### config.mk
export PLATFORM = sky130hd
export DESIGN_NAME = period_meter
export DESIGN_NICKNAME = d
export VERILOG_FILES = /design/src/rtl/period_meter_pkg.sv /design/src/rtl/sync_edge_detect.sv /design/src/rtl/period_meter.sv
export SDC_FILE = /design/constraint.sdc
export NUM_CORES = 1
export LEC_CHECK = 0
export CORE_MARGIN = 3
export CORE_UTILIZATION = 55
export CTS_CLUSTER_SIZE = 20
export DETAILED_ROUTE_END_ITERATION = 12
export HOLD_SLACK_MARGIN = 0.05
export PLACE_DENSITY = 0.79
export SETUP_SLACK_MARGIN = 0.02
export SLEW_MARGIN = 20
export SYNTH_ARGS = -nofsm -noshare
export SYNTH_HDL_FRONTEND = slang
export SYNTH_SLANG_ARGS = --single-unit
### constraint.sdc
create_clock -name clk -period 4.1 [get_ports clk]
set_input_delay 0.615 -clock clk [delete_from_list [all_inputs] [get_ports clk]]
set_output_delay 0.615 -clock clk [all_outputs]
set_load 0.02 [all_outputs]
### src/rtl/period_meter_pkg.sv
// Shared types and constants for the period meter.
// No logic of its own; imported by period_meter.
// Holds the FSM state encoding and the synchronizer depth floor.
package period_meter_pkg;

    typedef enum logic [1:0] {
        IDLE    = 2'd0,
        ARM     = 2'd1,
        MEASURE = 2'd2
    } state_t;

    // Fewer than two flops gives no metastability margin on sig_in.
    localparam int SYNC_STAGES_MIN = 2;

endpackage

### src/rtl/sync_edge_detect.sv
// Synchronizes an asynchronous level and produces one-cycle rise/fall pulses.
// Latency: STAGES cycles to level, STAGES+1 cycles to the registered rise/fall.
// No backpressure: free-running every clk cycle.
//
// Ports:
//   clk, reset  - clock and asynchronous active-high reset (all flops clear to 0)
//   sig_in      - asynchronous input
//   level       - synchronized copy of sig_in
//   rise, fall  - single-cycle pulses on a synchronized 0->1 / 1->0 transition
module sync_edge_detect #(
    parameter int STAGES = 2
) (
    input  logic clk,
    input  logic reset,
    input  logic sig_in,
    output logic level,
    output logic rise,
    output logic fall
);

    logic [STAGES-1:0] syncChain;
    logic              levelDly;

    assign level = syncChain[STAGES-1];

    // Edge pulses are registered so downstream logic sees flop outputs only;
    // the extra cycle is constant and cancels out of any interval measurement.
    always_ff @(posedge clk or posedge reset) begin
        if (reset) begin
            syncChain <= '0;
            levelDly  <= 1'b0;
            rise      <= 1'b0;
            fall      <= 1'b0;
        end else begin
            syncChain <= {syncChain[STAGES-2:0], sig_in};
            levelDly  <= syncChain[STAGES-1];
            rise      <= syncChain[STAGES-1] & ~levelDly;
            fall      <= ~syncChain[STAGES-1] & levelDly;
        end
    end

endmodule

### src/rtl/period_meter.sv
// Measures period and high time of a slow asynchronous square wave in clk cycles.
// Latency: valid SYNC_STAGES+2 cycles after the second rising edge of sig_in.
// No backpressure: start is ignored (not queued) while busy; results held until next valid.
//
// Ports:
//   clk, reset          - clock and asynchronous active-high reset
//   sig_in              - asynchronous signal under measurement
//   start               - one-cycle request to arm a single measurement
//   period, high_time   - last completed measurement (WIDTH-bit, unsigned)
//   valid               - one-cycle pulse when period/high_time update
//   busy                - a measurement is armed or in progress
//   timeout             - sticky counter-saturation flag, cleared by an accepted start
module period_meter
    import period_meter_pkg::*;
#(
    parameter int WIDTH       = 16,
    parameter int SYNC_STAGES = 2
) (
    input  logic             clk,
    input  logic             reset,
    input  logic             sig_in,
    input  logic             start,
    output logic [WIDTH-1:0] period,
    output logic [WIDTH-1:0] high_time,
    output logic             valid,
    output logic             busy,
    output logic             timeout
);

    localparam int STAGES_USED = (SYNC_STAGES < SYNC_STAGES_MIN) ? SYNC_STAGES_MIN : SYNC_STAGES;

    localparam logic [WIDTH-1:0] CNT_ONE  = {{(WIDTH-1){1'b0}}, 1'b1};
    localparam logic [WIDTH-1:0] CNT_MAX  = {WIDTH{1'b1}};
    // Saturation is declared on the cycle the count would reach all-ones, so the
    // largest reportable period is all-ones minus one.
    localparam logic [WIDTH-1:0] CNT_LAST = CNT_MAX - CNT_ONE;

    logic sigRise;
    logic sigFall;
    logic unusedLevel;  // level output only serves other users of the synchronizer

    sync_edge_detect #(
        .STAGES (STAGES_USED)
    ) u_sync (
        .clk    (clk),
        .reset  (reset),
        .sig_in (sig_in),
        .level  (unusedLevel),
        .rise   (sigRise),
        .fall   (sigFall)
    );

    state_t           state, stateNext;
    logic [WIDTH-1:0] cnt, cntNext;
    logic [WIDTH-1:0] hiCnt, hiCntNext;
    logic             hiSeen, hiSeenNext;
    logic [WIDTH-1:0] periodNext, highTimeNext;
    logic             validNext, timeoutNext;

    assign busy = (state != IDLE);

    always_ff @(posedge clk or posedge reset) begin
        if (reset) begin
            state     <= IDLE;
            cnt       <= '0;
            hiCnt     <= '0;
            hiSeen    <= 1'b0;
            period    <= '0;
            high_time <= '0;
            valid     <= 1'b0;
            timeout   <= 1'b0;
        end else begin
            state     <= stateNext;
            cnt       <= cntNext;
            hiCnt     <= hiCntNext;
            hiSeen    <= hiSeenNext;
            period    <= periodNext;
            high_time <= highTimeNext;
            valid     <= validNext;
            timeout   <= timeoutNext;
        end
    end

    always_comb begin
        stateNext    = state;
        cntNext      = cnt;
        hiCntNext    = hiCnt;
        hiSeenNext   = hiSeen;
        periodNext   = period;
        highTimeNext = high_time;
        validNext    = 1'b0;
        timeoutNext  = timeout;

        unique case (state)
            IDLE: begin
                // A rise coinciding with start is deliberately dropped: the
                // measurement begins at the next rise seen from ARM.
                if (start) begin
                    stateNext   = ARM;
                    cntNext     = '0;
                    timeoutNext = 1'b0;
                    hiSeenNext  = 1'b0;
                end
            end

            ARM: begin
                if (sigRise) begin
                    stateNext = MEASURE;
                    cntNext   = CNT_ONE;
                end else if (cnt == CNT_LAST) begin
                    stateNext   = IDLE;
                    cntNext     = CNT_MAX;
                    timeoutNext = 1'b1;
                end else begin
                    cntNext = cnt + CNT_ONE;
                end
            end

            MEASURE: begin
                if (sigRise) begin
                    // High time is staged in hiCnt and published together with
                    // period, so a timed-out run leaves both outputs untouched.
                    periodNext   = cnt;
                    highTimeNext = hiCnt;
                    validNext    = 1'b1;
                    stateNext    = IDLE;
                end else begin
                    if (sigFall && !hiSeen) begin
                        hiCntNext  = cnt;
                        hiSeenNext = 1'b1;
                    end
                    if (cnt == CNT_LAST) begin
                        stateNext   = IDLE;
                        cntNext     = CNT_MAX;
                        timeoutNext = 1'b1;
                    end else begin
                        cntNext = cnt + CNT_ONE;
                    end
                end
            end

            default: begin
                stateNext = IDLE;
            end
        endcase
    end

endmodule

* After elaboration in Yosys (flattened, before gate mapping)
Index checks and enable logic that the tools add are counted.
** Word-level totals
- Output and inout bits :: 35
- Bits in registers :: 74
- Word-level logic and storage cells :: 58
- Input bits :: 4
** Operators by class
- Equal/unequal tests :: 8
- Reduce and logical (&&, ||, !) cells :: 13
- Mux-type cells :: 19
- Bitwise logic cells :: 5
- Add/sub/neg operators :: 1
** Operator list (number)
- two-way mux 16 bit :: 4
- one-hot mux 16 bit (3 select lines) :: 1
- adder 16 x 1 -> 16 bit, second input constant :: 1
- == test 16 bit, second input constant :: 1
- two-way mux 2 bit :: 4
- != test 2 bit, second input constant :: 4
- AND reduction 4 bit :: 2
- two-way mux 1 bit :: 7
- one-hot mux 2 bit (3 select lines) :: 1
- AND reduction 3 bit :: 2
- nonzero test 2 bit :: 3
- one-hot mux 1 bit (2 select lines) :: 2
- inverter 1 bit :: 3
- nonzero test 3 bit :: 1
- AND 1 bit :: 2
- == test 2 x 1 -> 1 bit, second input constant :: 1
- == test 2 bit, second input constant :: 1
- logical NOT 2 bit :: 1
- != test 2 x 1 -> 1 bit, second input constant :: 1
- AND reduction 2 bit :: 1
- OR reduction 2 bit :: 1
- logical AND 1 bit :: 1
- logical NOT 1 bit :: 1

* Depth between registers and ports, before layout
- Depth in word-level cells :: 5
- Depth in mapped cells :: 9
- Gate-level depth less buffers :: 7

* Modules after synthesis
A second synthesis with hierarchy kept.
** Second synthesis, totals
- Cell total of the unflattened synthesis :: 269
- Area total of the unflattened synthesis :: 3281.9 um^2
** Modules (own cells, without submodules)
- period_meter :: cells each 261, area each 3138.0 um^2, seq. area each 1726.7 um^2, times used 1
- sync_edge_detect :: cells each 8, area each 143.9 um^2, seq. area each 125.1 um^2, times used 1

* Worst setup path before layout
No wires, ideal clock.
- Kind :: register to register
- Start point :: register state[0]
- End point :: register cnt[11]
- Stages on the path, launching flop included :: 8
- Period minus slack after synthesis :: 2.067 ns
- Data required time :: 4.030 ns
- Data arrival time :: 1.997 ns
- Path buffers :: 1
- Slack :: 2.033 ns
- Library setup time :: 0.070 ns
- Cell sequence :: dfrtp_1 inv_1 ha_1 nor2b_4 or4b_1 buf_2 or4_1 nand3_1
** Between the ends
- Longest elaborated chain between the ends :: 3
- Elaborated cells on any way between the ends :: 8
- Those cells by class :: 4 x eq/ne; 1 x mux; 3 x reduce/logical
** Ends and longest elaborated chain
- start, declared :: line period_meter.sv:53 : state_t state, stateNext;
- start signal, assigned :: line period_meter.sv:73 : state <= stateNext;
- == test 2 bit, or another cell as far along :: line period_meter.sv:94 : unique case (state)
- != test 2 bit (no source line) / nonzero test 3 bit (equally long branches)
- AND reduction 3 bit (no source line)
- end signal, assigned :: line period_meter.sv:74 : cnt <= cntNext;
- end, declared :: line period_meter.sv:54 : logic [WIDTH-1:0] cnt, cntNext;
Several ways; a longest one is shown, not always the timed one.
A chain may end at the register's enable or synchronous reset.

* Final worst setup path
- Start point :: register state[0]
- End point :: register cnt[10]
The elaborated chain is that of the path after synthesis.

==> metrics.txt <==
required time reported for the critical path endpoint=4.30 ns; total count of hold-check failures in the final report=0; Inserted Clock Buffers=9; crit share post-route=66.0%; DPL Wire Length=4520 um; Data arrival, critical path=2.91 ns; sum of routed wire length over all layers=6680 um; via count=2288; Chip Width=83.1 um; number of synthesized flops with an enable pin=0; pin count of the biggest net entering global routing=36; global-route wire length before repair=11400 um; drt wl/cell=roughly 17 um; Iteration-0 DRC Markers=about 250; max capacitance violation total=0; number of nets in the finished design=around 320; starting utilization of the core area=57.9%; clock tree from TritonCTS=done; postcts setup bufs=0; H-tree depth=3; n_diodes=0; count of clock tree sinks=74; overflow left after global routing=0; proportion of synthesized chip area in sequential cells=56.7%; Slew headroom=between 20% and 30%; Antenna Nets Post-Route=0; die boundary height=83.1 um; Syn Nets=284; detailed-router iteration count before antenna repair=4; timing-limited maximum frequency=370 MHz; number of synthesized register bits=74; CTS root buffer=clkbuf_8; setup skew after layout=roughly 0.0095 ns; RR Startpoint=state[0]; status=completed; post-route minimum period=2.70 ns; layout filler cell count=410; Post-CTS Hold Fix Bufs=0; share of post-route cells with drive strength above 1=slightly below 20%; # rows=27; post-synth cell types=42; Slew @ Worst Pin=1.08 ns; deepest clock path buffer count=2; RSZ-0062 raised after global routing=false; clock latency of the later-clocked register in the worst-skew pair=0.34 ns; total power divided by cell area=~460 mW/mm^2; crit path from=state[0]; core region area=0.00564 mm^2; Peak VDD IR=~0.27 mV; CP Class=reg -> reg; endpoint class of the critical path=flip-flop; Worst Hold Class=reg -> reg; Layout area overhead=20.2%; launching element type of the critical path=flip-flop; last weighted congestion value of the routability-driven placer=0.842; Syn Area/Cell=between 10 and 15 um^2; final setup fails=0; maximum fanout along the worst path=27; final sum of negative setup slack=0 ns; via count normalized by instance count=5.88; asr flop ratio synth=100%; top_reg_cell synth=dfrtp_1; instance count of the mapped netlist=274; number of antenna violations at the first check in global routing=0; Post-Syn Area=0.00327 mm^2; launch instance of the worst min-delay path=u_sync.syncChain[0]; utilization after layout=between 60% and 70%; post-detailed-route DRC marker count=0; Syn. warnings=0; Clock transition at path regs=around 0.070 ns; count of pins over their slew limit=0; IO Port Bufs=38; post-cts resize count=0; total leakage power=1.77 nW; number of global-route vias before repair=2308; overall die area=0.00690 mm^2; All-Layer GR Usage=20.6%; Ports=39
per-layer routing:
| metal | part of all wire (%) | track usage (%) | up-vias | wire, um |
|---|---|---|---|---|
| li1 | - | - | 1083 | - |
| met1 | 46 | 29.3 | 1124 | 3100 |
| met2 | 46 | 31.0 | 71 | 3100 |
| met3 | 5.9 | 5.65 | 10 | 391 |
| met4 | 1.3 | 6.54 | 0 | 85 |
| met5 | 0 | 0 | - | 0 |
cell usage in the layout (no fill, tap or decap), types with 2 or more instances in the layout:
master           instances
clkbuf_8                11
nand4_1                  3
nor2b_1                  2
and2_1                   2
a21oi_1                 10
inv_1                   15
dfrtp_1                 74
nand3_1                 10
o22ai_1                  7
o211ai_1                 6
buf_4                    3
o21ai_0                 18
a2bb2oi_1                7
a32oi_1                  3
clkdlybuf4s50_1         38
nand2_1                 18
inv_2                    2
ha_1                     6
and3_1                   4
nor2_1                   4
mux2_2                  38
nor3_1                   3
o2bb2ai_1                5
or4_1                    4
a22oi_1                  2
state kept, by name, indices dropped and copies added (netlist names):
name,flops
cnt,16
hiCnt,16
high_time,16
period,16
state,2
u_sync.syncChain,2
hiSeen,1
timeout,1
u_sync.fall,1
u_sync.levelDly,1
u_sync.rise,1
valid,1
worst max-delay path, stage by stage, from the launching register on:
cell       delay (ns)
dfrtp_1          0.42
inv_1            0.10
ha_1             0.32
nand2_1          0.10
buf_4            0.28
inv_2            0.24
nor3_1           0.71
o21ai_0          0.23
o2bb2ai_1        0.17
worst paths after layout:
kind / slack [ns] / depth (start not counted) / endpoint
setup / recovery: 1.40 / 8 / cnt[10]
hold / removal: 0.35 / 0 / u_sync.syncChain[1]
setup reg to reg: 1.40 / 8 / cnt[10]
hold reg to reg: 0.35 / 0 / u_sync.syncChain[1]
max in group asynchronous: 2.65 / 3 / period[0]
min in group asynchronous: 0.69 / 2 / period[1]
logic make-up after synthesis:
kind of cell	synth area share, %
flops	56.7
mux	13.1
fa+ha+maj	2.30
simple gates	10.4
buf+inv	3.71
compound gates	13.8
per-stage QoR:
step	hold slack (ns)	worst slack, ns	cells	cell area (um^2)	power [mW]
2_1_floorplan	0.331	1.60	274	3270	1.13
3_3_place_gp	0.334	1.31	374	3720	1.24
3_5_place_dp	0.338	1.28	374	3720	1.25
4_1_cts	0.355	1.42	389	3920	1.82
5_1_grt	0.384	1.17	389	3930	1.91
6_report	0.353	1.40	389	3930	1.82
synthesized netlist by cell type (2+ instances only):
| library cell | instances | area share [%] |
|---|---|---|
| and3_1 | 4 | 0.77 |
| o21ai_0 | 18 | 2.8 |
| a21oi_1 | 10 | 1.5 |
| nand4_1 | 3 | 0.57 |
| o2bb2ai_1 | 5 | 1.3 |
| nand3_1 | 10 | 1.5 |
| nor2b_1 | 2 | 0.38 |
| inv_1 | 16 | 1.8 |
| clkbuf_1 | 6 | 0.69 |
| or4_1 | 4 | 0.92 |
| a2bb2oi_1 | 7 | 1.9 |
| buf_2 | 7 | 1.1 |
| o22ai_1 | 7 | 1.3 |
| and2_1 | 2 | 0.38 |
| a22oi_1 | 2 | 0.46 |
| nor2_1 | 4 | 0.46 |
| a32oi_1 | 3 | 0.80 |
| ha_1 | 6 | 2.3 |
| nand2_1 | 18 | 2.1 |
| mux2_2 | 38 | 13 |
| dfrtp_1 | 74 | 57 |
| nor3_1 | 3 | 0.46 |
| o211ai_1 | 6 | 1.4 |
where the power goes:
group / leakage, nW / total (mW) / internal [mW] / switching (mW)
combinational: 0.646 / 0.445 / 0.174 / 0.271
clock: 0.101 / 0.573 / 0.311 / 0.262
sequential: 1.02 / 0.805 / 0.766 / 0.0383
cell type report:
class / instances / area [um^2] / area share [%]
Sequential cell: 74 / 1850 / 47.2
Tap cell: 72 / 90.1 / 2.29
Clock buffer: 11 / 151 / 3.86
Inverter: 17 / 63.8 / 1.63
Multi-Input combinational cell: 170 / 1320 / 33.5
Clock inverter: 4 / 51.3 / 1.31
Timing Repair Buffer: 41 / 403 / 10.3
(Power assumes the default switching activity.)
